--- src/rtl/ext_pipe_if.sv ---
// Handshake bundle for ext_pipe: upstream immediate/mode offer and downstream
// extended-result delivery, plus the queue occupancy.
interface ext_pipe_if #(
  parameter int IN_W  = 16,
  parameter int OUT_W = 32,
  parameter int DEPTH = 4
);
  localparam int CW = $clog2(DEPTH) + 1;

  logic             in_valid;
  logic             in_ready;
  logic [IN_W-1:0]  in_imm;
  logic [2:0]       in_mode;
  logic             out_valid;
  logic             out_ready;
  logic [OUT_W-1:0] out_data;
  logic             out_err;
  logic [CW-1:0]    count;

  modport master (
    output in_valid, in_imm, in_mode, out_ready,
    input  in_ready, out_valid, out_data, out_err, count
  );

  modport slave (
    input  in_valid, in_imm, in_mode, out_ready,
    output in_ready, out_valid, out_data, out_err, count
  );
endinterface

--- src/rtl/ext_pipe.sv ---
// Buffered immediate extender: extends at the input, queues {err, data} in a
// DEPTH-entry FIFO and presents results in order on a valid/ready output.
module ext_pipe #(
  parameter int IN_W  = 16,
  parameter int OUT_W = 32,
  parameter int DEPTH = 4
) (
  input  logic        clk,
  input  logic        reset,
  input  logic        flush,
  ext_pipe_if.slave   bus
);
  localparam int PW = $clog2(DEPTH);
  localparam int CW = PW + 1;
  localparam logic [CW-1:0] FULL_CNT = CW'(DEPTH);

  typedef logic [OUT_W:0] entry_t;

  entry_t        mem_q [DEPTH];
  logic [PW-1:0] wr_ptr_q, wr_ptr_d;
  logic [PW-1:0] rd_ptr_q, rd_ptr_d;
  logic [CW-1:0] count_q, count_d;
  logic          push, pop;
  logic          in_ready, out_valid;
  entry_t        in_entry, head;

  // Returns {err, data}; illegal modes produce a clean zero so nothing stale leaks.
  function automatic entry_t extend(input logic [IN_W-1:0] imm, input logic [2:0] mode);
    logic signed [OUT_W-1:0] sx;
    logic        [OUT_W-1:0] zx;
    entry_t                  r;
    sx = {{(OUT_W-IN_W){imm[IN_W-1]}}, imm};
    zx = {{(OUT_W-IN_W){1'b0}}, imm};
    case (mode)
      3'b000:  r = {1'b0, zx};
      3'b001:  r = {1'b0, sx};
      3'b010:  r = {1'b0, imm, {(OUT_W-IN_W){1'b0}}};
      3'b011:  r = {1'b0, sx <<< 2};
      3'b100:  r = {1'b0, zx << 2};
      default: r = {1'b1, {OUT_W{1'b0}}};
    endcase
    return r;
  endfunction

  assign in_entry  = extend(bus.in_imm, bus.in_mode);
  assign in_ready  = (count_q < FULL_CNT) && !flush;
  assign out_valid = (count_q != '0);
  assign head      = mem_q[rd_ptr_q];

  always_comb begin
    push     = bus.in_valid && in_ready;
    pop      = out_valid && bus.out_ready && !flush;
    wr_ptr_d = wr_ptr_q;
    rd_ptr_d = rd_ptr_q;
    count_d  = count_q;
    // flush wins over any simultaneous push or pop
    if (flush) begin
      wr_ptr_d = '0;
      rd_ptr_d = '0;
      count_d  = '0;
    end else begin
      if (push) wr_ptr_d = wr_ptr_q + PW'(1);
      if (pop)  rd_ptr_d = rd_ptr_q + PW'(1);
      case ({push, pop})
        2'b10:   count_d = count_q + CW'(1);
        2'b01:   count_d = count_q - CW'(1);
        default: count_d = count_q;
      endcase
    end
  end

  always_ff @(posedge clk or negedge reset) begin
    if (!reset) begin
      wr_ptr_q <= '0;
      rd_ptr_q <= '0;
      count_q  <= '0;
    end else begin
      wr_ptr_q <= wr_ptr_d;
      rd_ptr_q <= rd_ptr_d;
      count_q  <= count_d;
    end
  end

  // Storage carries no reset; only occupancy decides what is visible.
  always_ff @(posedge clk) begin
    if (push) mem_q[wr_ptr_q] <= in_entry;
  end

  assign bus.in_ready  = in_ready;
  assign bus.out_valid = out_valid;
  assign bus.out_data  = out_valid ? head[OUT_W-1:0] : '0;
  assign bus.out_err   = out_valid ? head[OUT_W] : 1'b0;
  assign bus.count     = count_q;
endmodule

--- src/flat_wrapper.sv ---
// flat-port wrapper written by rule: the top's interface ports become plain ports
module ext_pipe_flat 
#(
  parameter int IN_W  = 16,
  parameter int OUT_W = 32,
  parameter int DEPTH = 4
)
  (clk, reset, flush, bus_in_valid, bus_in_imm, bus_in_mode, bus_out_ready, bus_in_ready, bus_out_valid, bus_out_data, bus_out_err, bus_count);
  ext_pipe_if #(.IN_W(IN_W), .OUT_W(OUT_W), .DEPTH(DEPTH)) bus_i ();
  input  logic clk;
  input  logic reset;
  input  logic flush;
  input wire logic [$bits(bus_i.in_valid)-1:0] bus_in_valid;
  input wire logic [$bits(bus_i.in_imm)-1:0] bus_in_imm;
  input wire logic [$bits(bus_i.in_mode)-1:0] bus_in_mode;
  input wire logic [$bits(bus_i.out_ready)-1:0] bus_out_ready;
  output wire logic [$bits(bus_i.in_ready)-1:0] bus_in_ready;
  output wire logic [$bits(bus_i.out_valid)-1:0] bus_out_valid;
  output wire logic [$bits(bus_i.out_data)-1:0] bus_out_data;
  output wire logic [$bits(bus_i.out_err)-1:0] bus_out_err;
  output wire logic [$bits(bus_i.count)-1:0] bus_count;
  assign bus_i.in_valid = bus_in_valid;
  assign bus_i.in_imm = bus_in_imm;
  assign bus_i.in_mode = bus_in_mode;
  assign bus_i.out_ready = bus_out_ready;
  assign bus_in_ready = bus_i.in_ready;
  assign bus_out_valid = bus_i.out_valid;
  assign bus_out_data = bus_i.out_data;
  assign bus_out_err = bus_i.out_err;
  assign bus_count = bus_i.count;
  ext_pipe #(.IN_W(IN_W), .OUT_W(OUT_W), .DEPTH(DEPTH)) u_core (.clk(clk), .reset(reset), .flush(flush), .bus(bus_i));
endmodule
--- config.mk ---
export PLATFORM = sky130hd
export DESIGN_NAME = ext_pipe_flat
export DESIGN_NICKNAME = d
export VERILOG_FILES = /design/src/rtl/ext_pipe_if.sv /design/src/rtl/ext_pipe.sv /design/src/flat_wrapper.sv
export SDC_FILE = /design/constraint.sdc
export NUM_CORES = 1
export LEC_CHECK = 0
export CORE_ASPECT_RATIO = 1.4
export CORE_UTILIZATION = 57
export CTS_CLUSTER_SIZE = 14
export DETAILED_ROUTE_END_ITERATION = 12
export PLACE_DENSITY = 0.89
export REMOVE_ABC_BUFFERS = 1
export SYNTH_ARGS = -nofsm -noshare
export SYNTH_HDL_FRONTEND = slang
export SYNTH_SLANG_ARGS = --single-unit
export TNS_END_PERCENT = 20
--- constraint.sdc ---
create_clock -name clk -period 3.04 [get_ports clk]
set_input_delay 0.304 -clock clk [delete_from_list [all_inputs] [get_ports clk]]
set_output_delay 0.304 -clock clk [all_outputs]
set_load 0.02 [all_outputs]
==> qor.csv <==
stage,metric,value,unit
hold_path,worst min path class,primary input to asynchronous set/reset pin,
clock_tree,Post-CTS Setup Inserts,0,
sta,Final Hold Vio Count,0,
floorplanning,core box area,10300,um2
worst_setup_path,CP arrival,2.50,ns
grt,global-route usage over all layers,24.9,%
synth,post-synthesis sequential area ratio,68.4,%
sta,Slew headroom,13.8,%
sta,Final Max Slew Viols,0,
layout,layout cells sized above 1,19.1,%
floorplanning,io pins,62,
synth,register bit count reported by yosys,139,
layout,Synth-to-Final Area Change,22.9,%
drt,Detailed Routing Iterations Pass 1,6,
worst_setup_path,crit-path cells,nor3_4 > buf_4 > nor2b_1 > clkdlybuf4s50_1,
grt,first-pass GRT wire length,18800,um
sta,setup tns final,0,ns
sta,count of final setup violators,0,
placement,post-detail-place hpwl,7200,um
clock_tree,CTS resizes,0,
worst_setup_path,critical setup path kind,register to output port,
grt,initial antenna violation count,0,
synth,number of synthesized flops with an enable pin,132,
clock_tree,CTS buffer count,17,
worst_setup_path,CP Max Fanout,14,
sta,Final period util,92.4,%
drt,WL final,12600,um
synth,cell area after synthesis,6050,um2
clock_tree,clock-pin slew on the worst setup and hold paths,0.06,ns
drt,Routed wire per std cell,22.2,um
power,worst vdd ir,0.479,mV
clock_tree,clock sink count,139,
drt,vias after detailed routing,3484,
grt,vias in the first global route,3476,
sta,Fmax achieved,356,MHz
clock_tree,Worst-Skew Late Latency,0.41,ns
sta,Worst-Margin Slew,1.29,ns
worst_setup_path,Worst path max stage delay,0.59,ns
clock_tree,CTS tree,yes,
clock_tree,clk buf depth,2,
synth,synth unique cells,42,
clock_tree,htree depth,4,
worst_setup_path,Critical Path Slowest Stage Cell,clkdlybuf4s50_1,
drt,Vias/cell,6.13,
grt,largest net degree at the start of global routing,34,
synth,yosys warns,0,
floorplanning,Initial Util,58.5,%
floorplanning,Chip Height,124,um
clock_tree,cts hold-fix bufs,0,
worst_setup_path,startpoint types,register,
power,Tot Pwr,0.00514,W
run_status,status,"complete, no violations",
floorplanning,die width,89.1,um
floorplanning,die area,11000,um2
layout,Final Cell Area,7440,um2
worst_setup_path,Setup crit end kind,output port,
power,leakage power,2.51,nW
sta,RSZ-0062 raised after global routing,no,
clock_tree,Root Buffer Master,clkbuf_16,
grt,total congestion overflow,0,
synth,syn_area_per_cell,17.6,um2
placement,Port Buffer Count,61,
synth,Post-synth top flop,edfxtp_1,
synth,Synth Instances,344,
worst_setup_path,CP required,2.74,ns
layout,Antenna Cells,0,
power,pwr/cell area,691,nW/um2
layout,Final Net Count,446,
drt,initial drt markers,389,
layout,Fill cells,634,
synth,async set-or-reset flop fraction in the synthesized netlist,5.04,%
drt,ANT nets after route,0,
layout,non-filler instance count after layout,568,
run,max_cap viols,0,
placement,DP Area,6830,um2
placement,routability cong.,0.757,
sta,hold slack,0.157,ns
sta,Final Skew,0.00345,ns
sta,Final min period,2.81,ns
placement,placed cell count,536,
drt,drt drc,0,
floorplanning,Row Count,44,
==> per-stage QoR <==
step,util (%),worst slack (ns)
floorplan,-,0.445
global placement,66.0,0.599
detailed placement,66.0,0.517
CTS,71.9,0.212
global route,71.9,0.140
finish,71.9,0.232
==> flip-flops by register name (all words and copies together), names as in the netlist <==
register	flops
u_core.mem_q	132
u_core.wr_ptr_q	2
u_core.rd_ptr_q	2
u_core.bus.count	3
==> metal layers <==
layer	vias to the layer above	global-route usage, %	routed length (um)
met5	-	0	0
met4	0	10.3	424
met3	48	7.49	919
met2	189	41.5	6760
met1	1740	30.1	4520
li1	1507	-	-
==> worst paths after layout <==
kind	depth (start not counted)	start	slack, ns	end
max	4	u_core.bus.count[0]	0.23	bus_out_data[9]
max reg2reg	5	u_core.bus.count[0]	0.66	u_core.bus.count[2]
min	1	reset	0.16	u_core.rd_ptr_q[1]
min in group clk	2	u_core.rd_ptr_q[1]	0.58	u_core.rd_ptr_q[1]
min reg2reg	2	u_core.rd_ptr_q[1]	0.58	u_core.rd_ptr_q[1]
max in group asynchronous	1	reset	2.61	u_core.rd_ptr_q[0]
==> area by class of cell <==
| cell class | count | area (um2) | area share [%] |
|---|---|---|---|
| flip-flops and latches | 139 | 4140 | 55.7 |
| multi-input cells | 177 | 1770 | 23.7 |
| repair buffers | 75 | 728 | 9.79 |
| clock buffers | 17 | 425 | 5.72 |
| clock inverters | 15 | 180 | 2.42 |
| well taps | 138 | 173 | 2.32 |
| inverters | 7 | 26.3 | 0.353 |
==> synth_stat cells (3+ instances only) <==
cell type,number,area [um2]
edfxtp_1,132,3960
nand2_1,3,11.3
ha_1,4,50.1
nor2b_1,50,313
inv_1,5,18.8
dfrtp_1,7,175
buf_2,8,40.0
a21oi_1,16,80.1
mux4_2,33,743
buf_6,5,56.3
clkbuf_1,6,22.5
o2bb2ai_1,14,123
nor2_1,7,26.3
and2_1,5,31.3
a21o_1,13,97.6
xor2_1,3,26.3
==> report_power, final <==
| group | switching (W) | internal (W) | leakage (nW) |
|---|---|---|---|
| Clock | 0.000740 | 0.00135 | 0.286 |
| Combinational | 0.000427 | 0.000392 | 0.914 |
| Sequential | 0.0000381 | 0.00219 | 1.31 |
| Total | 0.00121 | 0.00393 | 2.51 |
==> cells by family after synthesis <==
logic type / share of synthesized area (%)
DFF: 68.4
and+or+nand+nor: 8.23
AOI/OAI and AO/OA: 6.49
muxes: 12.5
buffers and inverters: 2.58
xor gates and xnor gates: 0.723
adders and majority gates: 1.16
==> critical path, delay by kind of cell (launching register included) <==
family	cells	cell delay [ns]
buffers and inverters	2	0.92
DFF	1	0.51
and+or+nand+nor	2	0.66
==> placed cells by master, fill, tap and decap left out, types with 2 or more instances in the layout <==
master / instances
mux4_2: 33
clkinv_2: 2
nor3_1: 2
o21ai_0: 2
nor2_1: 7
bufinv_16: 4
ha_1: 4
clkinv_1: 5
edfxtp_1: 132
o2bb2ai_1: 14
nand2_1: 3
a21o_1: 13
xor2_1: 3
clkdlybuf4s50_1: 61
inv_2: 2
a21oi_1: 16
nor3b_1: 2
clkbuf_16: 17
nor2b_1: 50
buf_4: 13
xnor2_1: 2
inv_1: 5
dfrtp_1: 6
and2_1: 5
clkinvlp_4: 3
a31oi_1: 2
(Power assumes the default switching activity.)
